`config.mk`:
```
export PLATFORM = sky130hd
export DESIGN_NAME = not16_core_flat
export DESIGN_NICKNAME = d
export VERILOG_FILES = /design/src/rtl/not16_core_if.sv /design/src/rtl/not16_core.sv /design/src/flat_wrapper.sv
export SDC_FILE = /design/constraint.sdc
export NUM_CORES = 1
export LEC_CHECK = 0
export ABC_AREA = 1
export CAP_MARGIN = 10
export CORE_UTILIZATION = 47
export CTS_BUF_LIST = sky130_fd_sc_hd__clkbuf_2
export DETAILED_ROUTE_END_ITERATION = 10
export GPL_ROUTABILITY_DRIVEN = 0
export PLACE_DENSITY = 0.93
export SYNTH_ARGS = -nofsm -noshare
export SYNTH_HDL_FRONTEND = slang
export SYNTH_SLANG_ARGS = --single-unit
```
`constraint.sdc`:
```
create_clock -name clk -period 2.75 [get_ports clk]
set_input_delay 0.275 -clock clk [delete_from_list [all_inputs] [get_ports clk]]
set_output_delay 0.275 -clock clk [all_outputs]
set_load 0.005 [all_outputs]
```
`src/rtl/not16_core_if.sv`:
```
// rtl/not16_core_if.sv - valid/ready handshake bundle for the pipelined Not16 path
//
// Signals:
//   in_data/in_valid/in_ready    producer -> core operand stream
//   out_data/out_valid/out_ready core -> consumer result stream
// Modports:
//   master  the surrounding logic (drives operands, accepts results)
//   slave   the core itself
interface not16_core_if #(
    parameter int WIDTH = 16
) ();
    logic [WIDTH-1:0] in_data;
    logic             in_valid;
    logic             in_ready;
    logic [WIDTH-1:0] out_data;
    logic             out_valid;
    logic             out_ready;

    modport master (
        output in_data,
        output in_valid,
        input  in_ready,
        input  out_data,
        input  out_valid,
        output out_ready
    );

    modport slave (
        input  in_data,
        input  in_valid,
        output in_ready,
        output out_data,
        output out_valid,
        input  out_ready
    );
endinterface

```
`src/rtl/not16_core.sv`:
```
// rtl/not16_core.sv - Hack Not16 gate: combinational inverter plus registered skid-buffered copy
//
// Ports:
//   clk    rising-edge clock, used by the handshake path only
//   rst_n  asynchronous active-low reset
//   in     combinational operand
//   out    ~in, purely combinational
//   hs     slave side of not16_core_if: in_data/in_valid/in_ready accept operands,
//          out_data/out_valid/out_ready return ~operand in arrival order
module not16_core #(
    parameter int WIDTH = 16
) (
    input  logic             clk,
    input  logic             rst_n,
    input  logic [WIDTH-1:0] in,
    output logic [WIDTH-1:0] out,
    not16_core_if.slave      hs
);

    // Zero-latency path, independent of clock and reset.
    assign out = ~in;

    // Occupancy of the 2-entry buffer doubles as the control state.
    typedef enum logic [1:0] {
        S_EMPTY = 2'd0,
        S_ONE   = 2'd1,
        S_FULL  = 2'd2
    } occ_e;

    occ_e             state_q;
    occ_e             state_d;
    logic [WIDTH-1:0] head_q;
    logic [WIDTH-1:0] skid_q;
    logic             head_load_in;
    logic             head_load_skid;
    logic             skid_load_in;
    logic             push;
    logic             pop;

    // Both handshake outputs come straight from the state register, so there is
    // no combinational path from out_ready to in_ready.
    assign hs.in_ready  = (state_q != S_FULL);
    assign hs.out_valid = (state_q != S_EMPTY);
    assign hs.out_data  = head_q;

    assign push = hs.in_valid & hs.in_ready;
    assign pop  = hs.out_valid & hs.out_ready;

    always_ff @(posedge clk or negedge rst_n) begin
        if (!rst_n) begin
            state_q <= S_EMPTY;
        end else begin
            state_q <= state_d;
        end
    end

    always_comb begin
        state_d        = state_q;
        head_load_in   = 1'b0;
        head_load_skid = 1'b0;
        skid_load_in   = 1'b0;
        case (state_q)
            S_EMPTY: begin
                if (push) begin
                    head_load_in = 1'b1;
                    state_d      = S_ONE;
                end
            end
            S_ONE: begin
                case ({push, pop})
                    2'b10: begin
                        // Head is still waiting, so the new beat parks in the skid slot.
                        skid_load_in = 1'b1;
                        state_d      = S_FULL;
                    end
                    2'b01: begin
                        state_d = S_EMPTY;
                    end
                    2'b11: begin
                        // Old head leaves on this edge; the new beat replaces it directly.
                        head_load_in = 1'b1;
                    end
                    default: begin
                        state_d = S_ONE;
                    end
                endcase
            end
            S_FULL: begin
                // No push is possible here; a pop promotes the skid entry.
                if (pop) begin
                    head_load_skid = 1'b1;
                    state_d        = S_ONE;
                end
            end
            default: begin
                state_d = S_EMPTY;
            end
        endcase
    end

    // Data is inverted on entry so the output register is the result directly.
    always_ff @(posedge clk or negedge rst_n) begin
        if (!rst_n) begin
            head_q <= '0;
            skid_q <= '0;
        end else begin
            if (head_load_in) begin
                head_q <= ~hs.in_data;
            end else if (head_load_skid) begin
                head_q <= skid_q;
            end
            if (skid_load_in) begin
                skid_q <= ~hs.in_data;
            end
        end
    end

endmodule

```
`src/flat_wrapper.sv`:
```
// flat-port wrapper written by rule: the top's interface ports become plain ports
module not16_core_flat 
#(
    parameter int WIDTH = 16
)
  (clk, rst_n, in, out, hs_in_data, hs_in_valid, hs_in_ready, hs_out_data, hs_out_valid, hs_out_ready);
  not16_core_if #(.WIDTH(WIDTH)) hs_i ();
  input  logic clk;
  input  logic rst_n;
  input  logic [WIDTH-1:0] in;
  output logic [WIDTH-1:0] out;
  input wire logic [$bits(hs_i.in_data)-1:0] hs_in_data;
  input wire logic [$bits(hs_i.in_valid)-1:0] hs_in_valid;
  output wire logic [$bits(hs_i.in_ready)-1:0] hs_in_ready;
  output wire logic [$bits(hs_i.out_data)-1:0] hs_out_data;
  output wire logic [$bits(hs_i.out_valid)-1:0] hs_out_valid;
  input wire logic [$bits(hs_i.out_ready)-1:0] hs_out_ready;
  assign hs_i.in_data = hs_in_data;
  assign hs_i.in_valid = hs_in_valid;
  assign hs_in_ready = hs_i.in_ready;
  assign hs_out_data = hs_i.out_data;
  assign hs_out_valid = hs_i.out_valid;
  assign hs_i.out_ready = hs_out_ready;
  not16_core #(.WIDTH(WIDTH)) u_core (.clk(clk), .rst_n(rst_n), .in(in), .out(out), .hs(hs_i));
endmodule
```
==> results of run 1 <==
-- layout make-up --
type	instances	area (um2)	area share, %
Sequential cell	34	851	35.9
Inverter	38	143	6.01
Timing Repair Buffer	70	698	29.4
Multi-Input combinational cell	123	588	24.8
Clock buffer	7	35.0	1.48
Tap cell	46	57.6	2.43
-- layer usage --
layer | GRT usage, % | vias to the layer above
li1 | - | 771
met1 | 25.7 | 729
met2 | 39.8 | 55
met3 | 6.51 | 12
met4 | 12.3 | 0
met5 | 0 | -
-- sequential cells by signal, summed over array words and instances, names as in the netlist --
name	count
u_core.state_q	2
u_core.hs.out_data	16
u_core.skid_q	16
-- power groups by stage --
stage	Sequential [mW]	Combinational [mW]	Clock, mW
floorplan	0.767	0.285	0
detailed placement	0.781	0.603	0
global placement	0.776	0.576	0
CTS	0.770	0.606	0.234
finish	0.772	0.599	0.225
global route	0.789	0.680	0.253
-- worst max-delay path: stages, from the launching register on --
cell and delay, ps:
dfrtp_1 460, nor2_2 190, inv_1 80, clkdlybuf4s50_1 450
-- stage by stage --
stage	setup WS (ps)	cells	hold slack (ps)	util [%]	cell area [um2]
final	908	318	305	71.1	2370
after CTS	898	318	303	71.1	2370
after global routing	812	318	308	71.1	2370
after global placement	787	311	465	70.0	2340
after floorplan	1620	205	-20.6	-	1640
after detailed placement	745	311	473	70.0	2340
-- cells in the mapped netlist (all sizes together) --
library cell,instances,area [um2]
nor2,2,17.5
nand3,50,250
dfrtp,34,851
o21ai,17,85.1
nand2,54,235
inv,38,143
buf,10,58.8
-- cells by family (layout without fill, tap and decap cells) --
logic type | Yosys count | in the layout | share of synthesized area, %
AOI/OAI and AO/OA | 17 | 17 | 5.19
buffers and inverters | 48 | 115 | 12.3
and+or+nand+nor | 106 | 106 | 30.7
DFF | 34 | 34 | 51.9
-- worst paths after layout --
kind                                           to  cells past startpoint  slack, ps              start
max                                   hs_in_ready                      3        910  u_core.state_q[0]
min                        u_core.hs.out_data[14]                      2        300              rst_n
max reg2reg                 u_core.hs.out_data[6]                      5       1060  u_core.state_q[1]
min reg2reg                      u_core.skid_q[8]                      2        500   u_core.skid_q[8]
max in group asynchronous        u_core.skid_q[9]                      2       2130              rst_n
min in group clk                u_core.skid_q[13]                      2        480     hs_in_data[13]
==> summary.md, run 1 <==
| Metric | Value |
|---|---|
| Status | `finished clean` |
| First-pass GRT wire length | `6.16 mm` |
| Power Density | `673 nW/um2` |
| Worst EP required | `2480 ps` |
| Ant. Diodes | `0` |
| Number of I/O pins | `70` |
| Max_slew headroom | `66.9%` |
| Share of post-route cells with drive strength above 1 | `6.25%` |
| Commonest non-fill, non-tap cell in the layout | `clkdlybuf4s50_1` |
| Sw frac | `32.9%` |
| Die outline area | `3730 um2` |
| Fmax | `0.543 GHz` |
| Initial antenna violation count | `0` |
| Fillcell total | `267` |
| Hold-fix buffers, CTS | `0` |
| Int Power | `1.07 mW` |
| Synth Warn # | `0` |
| DR WL/cell | `12.2 um` |
| Gr ovfl total | `0` |
| CP max FO | `3` |
| Post_cts resized | `0` |
| Final WL | `3.89 mm` |
| Initial Util | `49.2%` |
| Clock Latency Late Sink | `380 ps` |
| Synth Instances | `205` |
| DRC | `0` |
| Distinct cells, synth | `14` |
| Die X | `61.1 um` |
| CTS sink count | `34` |
| Hold WC Path Type | `in -> async` |
| Flop pwr share | `48.4%` |
| Logic pwr share | `37.5%` |
| Total number of H-tree levels | `2` |
| Port Buffer Count | `69` |
| Top layer in use | `met4` |
| Via density per instance | `4.93` |
| Final Net Count | `308` |
| Post-Syn Nets | `241` |
| Initial DRC count | `74` |
| All-Layer GR Usage | `23.0%` |
| Final hold violations | `0` |
| Final Cycle Share | `67.0%` |
| Final slew viol count | `0` |
| Mean Syn Cell Area | `8.00 um2` |
| CTS Buf Count | `5` |
| Clock skew | `14.3 ps` |
| Seq/Total Area, Yosys | `51.9%` |
| Met2 routed WL | `1.99 mm` |
| Switching pwr | `0.526 mW` |
| Final ANT Viol Nets | `0` |
| Crit start category | `register` |
| Vias in the first global route | `1488` |
| Syn Std Cell Area | `1640 um2` |
| Crit path DAT | `1570 ps` |
| CTS tree | `built` |
| Clock power frac | `14.1%` |
| Final min period | `1840 ps` |
| Routed vias | `1567` |
| Setup TNS | `0 ps` |
| Commonest cells after routing, fill and taps aside | `clkdlybuf4s50_1 (69), nand3_1 (50), nand2_1 (49)` |
| Clock Root Buffer | `clkbuf_2` |
| RSZ-0062 raised after global routing | `false` |
| CTS max path bufs | `2` |
| VDD IR max | `295 uV` |
| Worst slew pin tran | `495 ps` |
| Core area | `3340 um2` |
| Setup crit end kind | `primary output` |
| Power, Total | `1.60 mW` |
| Crit Path Category | `reg -> out` |
| CTS clk-pin slew, worst paths | `160 ps` |
| Leakage Power | `1.22 nW` |
| MaxCap Viol Count | `0` |
| Final Setup Violations | `0` |
| Largest net degree at the start of global routing | `35` |
| Die Ht | `61.1 um` |
| Rows | `21` |
| Metal3 WL | `209 um` |
| Area Growth Syn to Fin | `44.6%` |
| Detailed placer's ending HPWL | `2.76 mm` |
| Met1 wire length | `1.57 mm` |
| Seq cells post-synth | `34` |
| Setup Fix Bufs, Post-CTS | `0` |
| TritonRoute pass-1 iters | `4` |
(Power assumes the default switching activity.)
==> run 2, diff against run 1 <==
CORE_UTILIZATION = 44   (was 47)
PLACE_DENSITY = 0.88   (was 0.93)
clock period = 1.9 ns   (was 2.75 ns; I/O delays follow)
==> run 2 against run 1 <==
  * Global-route usage is 1.7 points lower
  * Combinational power grew 49%
  * Power up 44%
  * Critical path type unchanged
  * Flip-flop and latch count is the same
  * Sequential share of layout area fell by 0.65 points
  * Critical path depth stayed put
  * Via count rose by 1.9%
==> summary.md, run 2 (synthesized netlist as in run 1, its figures left out) <==
| Metric | Value |
|---|---|
| Port Buffer Count | `69` |
| Initial antenna violation count | `0` |
| CTS max path bufs | `2` |
| Clock Root Buffer | `clkbuf_2` |
| Util after Layout | `70.2%` |
| Final Setup Violations | `0` |
| Final slew viol count | `0` |
| Area Growth Syn to Fin | `47.3%` |
| Clock power frac | `12.7%` |
| Number of I/O pins | `70` |
| Fmax | `0.574 GHz` |
| Crit Path Category | `reg -> out` |
| Final setup margin | `157 ps` |
| Final instance area | `2420 um2` |
| Worst EP required | `1710 ps` |
| Setup TNS | `0 ps` |
| Status | `finished clean` |
| Commonest non-fill, non-tap cell in the layout | `clkdlybuf4s50_1` |
| Placed cells | `316` |
| Largest net degree at the start of global routing | `35` |
| Final min period | `1740 ps` |
| TritonRoute pass-1 iters | `5` |
| Final WL | `3.97 mm` |
| Hold WC Path Type | `in -> async` |
| Fillcell total | `269` |
| First-pass GRT wire length | `6.49 mm` |
| Worst Hold Slack | `199 ps` |
| Fin cells | `322` |
| Routed vias | `1597` |
| RSZ-0062 raised after global routing | `false` |
| Leakage Power | `1.24 nW` |
| Final hold violations | `0` |
| Sw frac | `32.8%` |
| Setup crit end kind | `primary output` |
| Die outline area | `3980 um2` |
| Core area | `3440 um2` |
| Commonest cells after routing, fill and taps aside | `clkdlybuf4s50_1 (69), nand3_1 (50), nand2_1 (49)` |
| Die Ht | `63.1 um` |
| VDD IR max | `531 uV` |
| Initial Util | `47.7%` |
| DRC | `0` |
| Clock Latency Late Sink | `370 ps` |
| Max_slew headroom | `72.1%` |
| Power, Total | `2.30 mW` |
| Clock skew | `13.2 ps` |
| Post_cts resized | `0` |
| Via density per instance | `4.96` |
| Setup Fix Bufs, Post-CTS | `0` |
| Crit start category | `register` |
| Worst slack at placement | `238 ps` |
| Switching pwr | `0.755 mW` |
| Rows | `21` |
| Logic pwr share | `38.8%` |
| R2R cell count | `6` |
| Final Cycle Share | `91.7%` |
| Ant. Diodes | `0` |
| MaxCap Viol Count | `0` |
| Vias in the first global route | `1434` |
| Crit path DAT | `1550 ps` |
| CTS sink count | `34` |
| Flop pwr share | `48.5%` |
| All-Layer GR Usage | `21.3%` |
| Worst slew pin tran | `418 ps` |
| Die X | `63.1 um` |
| Final Net Count | `313` |
| Int Power | `1.55 mW` |
| Detailed placer's ending HPWL | `2.86 mm` |
| Total number of H-tree levels | `2` |
| Gr ovfl total | `0` |
| Hold-fix buffers, CTS | `0` |
| Share of post-route cells with drive strength above 1 | `7.25%` |
| DR WL/cell | `12.3 um` |
| Initial DRC count | `94` |
| Post-DP Area | `2390 um2` |
| Power Density | `952 nW/um2` |
| CTS tree | `built` |
| CTS Buf Count | `5` |
| CTS clk-pin slew, worst paths | `160 ps` |
| CP max FO | `3` |
| Final ANT Viol Nets | `0` |
==> run 2: changes by cell type in the layout (fill, tap and decap cells not counted), sizes merged <==
cell	before	now
buf	1	6
clkbuf	7	5
clkinv	0	1
==> run 2: power groups by stage <==
stage          logic [mW]  registers (mW)  clock network, mW
4_1_cts             0.899            1.12              0.300
6_report            0.892            1.12              0.292
3_3_place_gp        0.864            1.12                  0
2_1_floorplan       0.413            1.11                  0
5_1_grt             0.995            1.14              0.343
3_5_place_dp        0.895            1.13                  0
==> run 2: worst max-delay path: stages, from the launching register on <==
cell,delay [ps]
dfrtp_1,460
nor2_2,190
inv_1,80
clkdlybuf4s50_1,450
==> run 2: final cells by class <==
type	count	area, um2	share of cell area [%]
well taps	46	57.6	2.38
flip-flops and latches	34	851	35.2
multi-input cells	123	588	24.3
inverters	38	143	5.90
repair buffers	75	748	31.0
clock inverters	1	3.75	0.155
clock buffers	5	25.0	1.04
==> run 2: layer usage <==
| layer | track usage [%] | up-vias | share of wire (%) |
|---|---|---|---|
| li1 | - | 789 | - |
| met1 | 25.0 | 735 | 40 |
| met2 | 35.9 | 66 | 50 |
| met3 | 7.43 | 7 | 8.1 |
| met4 | 7.56 | 0 | 1.5 |
| met5 | 0 | - | 0 |
==> run 2: path summary, 6_finish.rpt <==
path	to	slack (ps)	from
min reg2reg	u_core.skid_q[7]	510	u_core.skid_q[7]
min in group clk	u_core.skid_q[11]	400	hs_in_data[11]
min	u_core.hs.out_data[2]	200	rst_n
max	hs_in_ready	160	u_core.state_q[0]
max reg2reg	u_core.hs.out_data[6]	530	u_core.state_q[1]
max in group asynchronous	u_core.hs.out_data[4]	1400	rst_n
==> run 3, diff against run 2 <==
SLEW_MARGIN = 20   (was unset)
==> results of run 3 <==
The final DEF is identical to that of run 2; final timing and power are the same.
==> patch 1: new RTL, settings of run 3 <==
`WIDTH` is set to 16 in 3 places; all go to 20.
--- a/src/rtl/not16_core_if.sv
+++ b/src/rtl/not16_core_if.sv
@@ -8,5 +8,5 @@
 //   slave   the core itself
 interface not16_core_if #(
-    parameter int WIDTH = 16
+    parameter int WIDTH = 20
 ) ();
     logic [WIDTH-1:0] in_data;
--- a/src/rtl/not16_core.sv
+++ b/src/rtl/not16_core.sv
@@ -9,5 +9,5 @@
 //          out_data/out_valid/out_ready return ~operand in arrival order
 module not16_core #(
-    parameter int WIDTH = 16
+    parameter int WIDTH = 20
 ) (
     input  logic             clk,
--- a/src/flat_wrapper.sv
+++ b/src/flat_wrapper.sv
@@ -2,5 +2,5 @@
 module not16_core_flat 
 #(
-    parameter int WIDTH = 16
+    parameter int WIDTH = 20
 )
   (clk, rst_n, in, out, hs_in_data, hs_in_valid, hs_in_ready, hs_out_data, hs_out_valid, hs_out_ready);
Ports: changed (resized hs_in_data, hs_out_data, in and out); port bits go from 70 to 86. The function was not compared with the original's and may differ.
==> patch 1 against run 3 <==
- the flow now finishes with violations (design-rule violations)
- synthesized cell count is 34% higher
- wire length is 32% higher
- synthesized area is 27% higher
- critical path depth stayed put
- sequential cell count is 8 higher
- power is 9.5% higher
- sequential share of layout area is 0.76 points lower
- worst setup slack worse by 35 ps
- sequential power is 16% higher
- first-iteration DRC count grew to 2.5 times the old value
- maximum frequency is 2.0% lower
- cell area is 26% higher
==> patch 1: results (changes against run 3) <==
* Outcome: finished, violations left (was finished clean)
* Failing checks: design-rule violations
* Post_cts resized at 1 (was 0)
* Tot GR Track Use at 22.2% (was 21.3%)
* Drt first pass iters at 7 (was 5)
* Cells after Synth at 275 (was 205)
* Clock-cell share at 0.942% (was 1.19%)
* DRC at 20 (was 0)
* Final Cycle Share at 93.6% (was 91.7%)
* WL met1 at 2.10 mm (was 1.58 mm)
* CP arrival at 1590 ps (was 1550 ps)
* Layout cells sized above 1 at 6.35% (was 7.25%)
* Largest net degree at the start of global routing at 43 (was 35)
* Hold_ws at 338 ps (was 199 ps)
* Clock slew at reported path FFs at 190 ps (was 160 ps)
* Nets at 407 (was 313)
* Via count of the first global-routing pass at 1,924 (was 1,434)
* Buffer share of cell area at 31.6% (was 31.0%)
* Met3 wire length at 426 um (was 323 um)
* First-pass GRT wire length at 8.70 mm (was 6.49 mm)
* Vias per inst at 5.06 (was 4.96)
* Seq. cell area at 0.00105 mm^2 (was 851 um^2)
* Worst-Skew Late Latency at 410 ps (was 370 ps)
* Compound-cell area share of the yosys netlist at 5.05% (was 5.19%)
* Skew final at 14.0 ps (was 13.2 ps)
* Slowest CP cell: clkdlybuf4s50_1 (was dfrtp_1)
* Hold_buf cts at 1 (was 0)
* # clock sinks at 42 (was 34)
* Final Core Density at 68.7% (was 70.2%)
* Layout filler cell count at 362 (was 269)
* Length of routed met2 wiring at 2.57 mm (was 2.00 mm)
* Crit Reg-Reg Endpoint: u_core.skid_q[17]$_DFFE_PN0P_ (was u_core.hs.out_data[6]$_DFFE_PN0P_)
* Max transition margin at 66.1% (was 72.1%)
* Sequential share of the synthesized area at 50.5% (was 51.9%)
* HPWL after detailed placement at 3.92 mm (was 2.86 mm)
* Worst R2R Setup Slack at 410 ps (was 530 ps)
* Top cells by count, synth: inv_1, nand2_1, nand3_1 (was nand3_1, nand2_1, inv_1)
patch 1: cell count changes after synthesis, sizes merged:
| cell | change |
|---|---|
| buf | +3 |
| clkbuf | +5 |
| dfrtp | +8 |
| inv | +27 |
| nand2 | +11 |
| nand3 | -7 |
| nand4 | +20 |
| nor2 | -1 |
| o21ai | +4 |
patch 1: where the power goes:
part | internal [uW] | switching, uW | leakage (uW) | total (uW)
Clock | 73.0 | 272 | 0.0000223 | 345
Combinational | 488 | 387 | 0.00108 | 875
Sequential | 1140 | 153 | 0.000520 | 1300
patch 1: how the worst min path moves through the flow:
stage                                         end  depth (start not counted)
2_1_floorplan   u_core.hs.out_data[0]$_DFFE_PN0P_                          0
3_3_place_gp   u_core.hs.out_data[10]$_DFFE_PN0P_                          2
3_5_place_dp   u_core.hs.out_data[10]$_DFFE_PN0P_                          2
4_1_cts             u_core.skid_q[18]$_DFFE_PN0P_                          2
5_1_grt             u_core.skid_q[18]$_DFFE_PN0P_                          2
6_report            u_core.skid_q[13]$_DFFE_PN0P_                          3
==> patch 2: new RTL, config.mk and constraints of run 3 <==
Made on the original files. Re-encode `occ_e` (3 values) as one-hot, 3 bits wide.
--- a/src/rtl/not16_core.sv
+++ b/src/rtl/not16_core.sv
@@ -22,8 +22,8 @@
 
     // Occupancy of the 2-entry buffer doubles as the control state.
-    typedef enum logic [1:0] {
-        S_EMPTY = 2'd0,
-        S_ONE   = 2'd1,
-        S_FULL  = 2'd2
+    typedef enum logic [2:0] {
+        S_EMPTY = 3'b001,
+        S_ONE   = 3'b010,
+        S_FULL  = 3'b100
     } occ_e;
 
Check against the original RTL: same outputs for any inputs over 10 cycles, from zero or initial values and one cycle with rst_n low; not proved beyond that.
==> patch 2 against run 3 <==
- non-clock buffer count increased by 16
- critical endpoint is now u_core.hs.out_data[13]$_DFFE_PN0P_
- sequential cell count increased by 1
- count of clock-buffer cells in the layout increased by 1
- largest cell class is now non-clock buffers
- maximum frequency decreased by 6.9%
- final cell count increased by 15%
- synthesized area increased by 16%
- wire length increased by 47%
- global-route usage increased by 1.5 points
- worst setup slack got worse by 130 ps
- cell area increased by 19%
Power is not compared: it rests on default switching activity, and its combinational part moved more than twofold at a synthesized area within 25%.
==> patch 2: results (changes against run 3) <==
* Synth cell types at 23 (was 14)
* Internal power at 2190 uW
* Top FF cell, synth: dfrtp_1 (unchanged)
* Via Count at 2,095 (was 1,597)
* DR iter-0 viols at 136 (was 94)
* Async set or reset register ratio after synthesis at 100% (unchanged)
* Via count of the first global-routing pass at 1,793 (was 1,434)
* Outcome: finished clean (unchanged)
* VDD IR-drop max at around 0.74 mV
* HPWL after detailed placement at 3.35 mm (was 2.86 mm)
* Hold Crit Class: in -> async (unchanged)
* Nets at 357 (was 313)
* First-pass GRT wire length at 7.76 mm (was 6.49 mm)
* Top cells by count, synth: nand2_1, dfrtp_1, nand4_1 (was nand3_1, nand2_1, inv_1)
* Layout filler cell count at 288 (was 269)
* Syn Nets at 276 (was 241)
* Largest net degree at the start of global routing at 36 (was 35)
* Max transition margin at 70.7% (was 72.1%)
* Max FO, Critical Path at 5 (was 3)
* Initial antenna violation count at 0 (unchanged)
* Area after DPL at 0.00268 mm^2 (was 0.00239 mm^2)
* CTS buffer count at 5 (unchanged)
* Drt first pass iters at 4 (was 5)
* Final setup fails at 0 (unchanged)
* Tot GR Track Use at 22.8% (was 21.3%)
* CP arrival at 2170 ps (was 1550 ps)
* Synth area leaders: dfrtp_1, nand2_1, nand4_1, nand3_1, o21ai_0 (was dfrtp_1, nand3_1, nand2_1, inv_1, o21ai_0)
* CTS H-tree lvls at 2 (unchanged)
* Sequential share of the synthesized area at 45.9% (was 51.9%)
* Yosys warnings at 0 (unchanged)
* Clock Path Buffers at 2 (unchanged)
* Clock slew at reported path FFs at 170 ps
* Leakage at between 0.001 and 0.0015 uW
* Layout cells sized above 1 at 13.8% (was 7.25%)
* Skew final at 5.78 ps (was 13.2 ps)
* Root Driver: clkbuf_2 (unchanged)
* Beginning of the critical path: u_core.state_q[0]$_DFFE_PN1P_ (was u_core.state_q[0]$_DFFE_PN0P_)
* PortBufs at 69 (unchanged)
* Antenna Diode Count at 0 (unchanged)
* Drt total wl at 5.82 mm (was 3.97 mm)
* Worst-Skew Late Latency at 390 ps (was 370 ps)
==> patch 2: cell count changes after synthesis, moves of 4 or more <==
cell,run 3,this run
nand4_1,0,34
nand3_1,50,19
nand2_1,49,74
inv_1,36,22
buf_2,8,12
==> patch 2: path summary, 6_finish.rpt <==
kind                                                      endpoint  slack (ps)  cells after the start
max in group asynchronous            u_core.state_q[0]$_DFFE_PN1P_        1370                      2
min in group clk                     u_core.skid_q[15]$_DFFE_PN0P_         370                      2
worst min-delay path                  u_core.skid_q[9]$_DFFE_PN0P_         180                      2
worst min register to register       u_core.skid_q[11]$_DFFE_PN0P_         510                      2
worst max-delay path            u_core.hs.out_data[13]$_DFFE_PN0P_          30                     10
worst max register to register  u_core.hs.out_data[13]$_DFFE_PN0P_          30                     10
==> patch 2: area by class of cell <==
cell class	instances	area share, %
Clock inverter	2	0.261
Inverter	25	3.26
Timing Repair Buffer	91	32.7
Tap cell	50	2.17
Clock buffer	6	1.04
Sequential cell	35	30.5
Multi-Input combinational cell	160	30.0
==> patch 2: what timing repair did <==
| action | in CTS | in global routing |
|---|---|---|
| setup endpoints to repair | 2 | 15 |
| endpoints found under the hold margin | 0 | 0 |
| setup buffers | 1 | 4 |
| cloned | 0 | 6 |
| pin swaps | 0 | 3 |
| gates resized for setup | 1 | 6 |
==> patch 2: critical path, stage by stage, from the launching register on <==
cell and delay [ps]:
dfstp_2 650, nand3_1 150, nand2_1 110, inv_1 70, ha_2 200, nand4_4 70, buf_4 170, clkbuf_16 150
nand3_1 70, nand2_1 90, nand2_1 60
==> patch 2: kinds of logic (layout without fill, tap and decap cells) <==
logic type	count (synthesis)	count (layout)	share of synthesized area, %
adders and majority gates	3	3	1.97
DFF	35	35	45.9
and+or+nand+nor	136	137	36.5
buffers and inverters	43	124	10.2
AOI/OAI and AO/OA	20	20	5.37
==> patch 2: through the flow <==
stage / worst slack [ps] / std cells / TNS, ps / utilization, % / total power, uW
floorplan: 87.9 / 237 / 0 / - / 2340
global placement: 140 / 350 / 0 / 65.5 / 3060
detailed placement: 75.5 / 350 / 0 / 65.5 / 3130
CTS: 14.0 / 359 / 0 / 66.6 / 3480
global route: -78.1 / 369 / -515 / 70.5 / 3940
finish: 27.9 / 369 / 0 / 70.5 / 3690
==> patch 2: power groups by stage <==
stage          registers [uW]  logic (uW)  clock network, uW
2_1_floorplan            1300        1050                  0
3_3_place_gp             1370        1690                  0
3_5_place_dp             1380        1750                  0
4_1_cts                  1370        1770                341
5_1_grt                  1400        2160                372
6_report                 1380        1980                334
==> patch 2: routing by layer <==
layer	global-route usage (%)	up-vias	part of all wire [%]
met2	40.1	148	52
met5	0	-	0
li1	-	955	-
met4	9.38	0	3.4
met3	5.00	22	9.3
met1	26.7	970	36
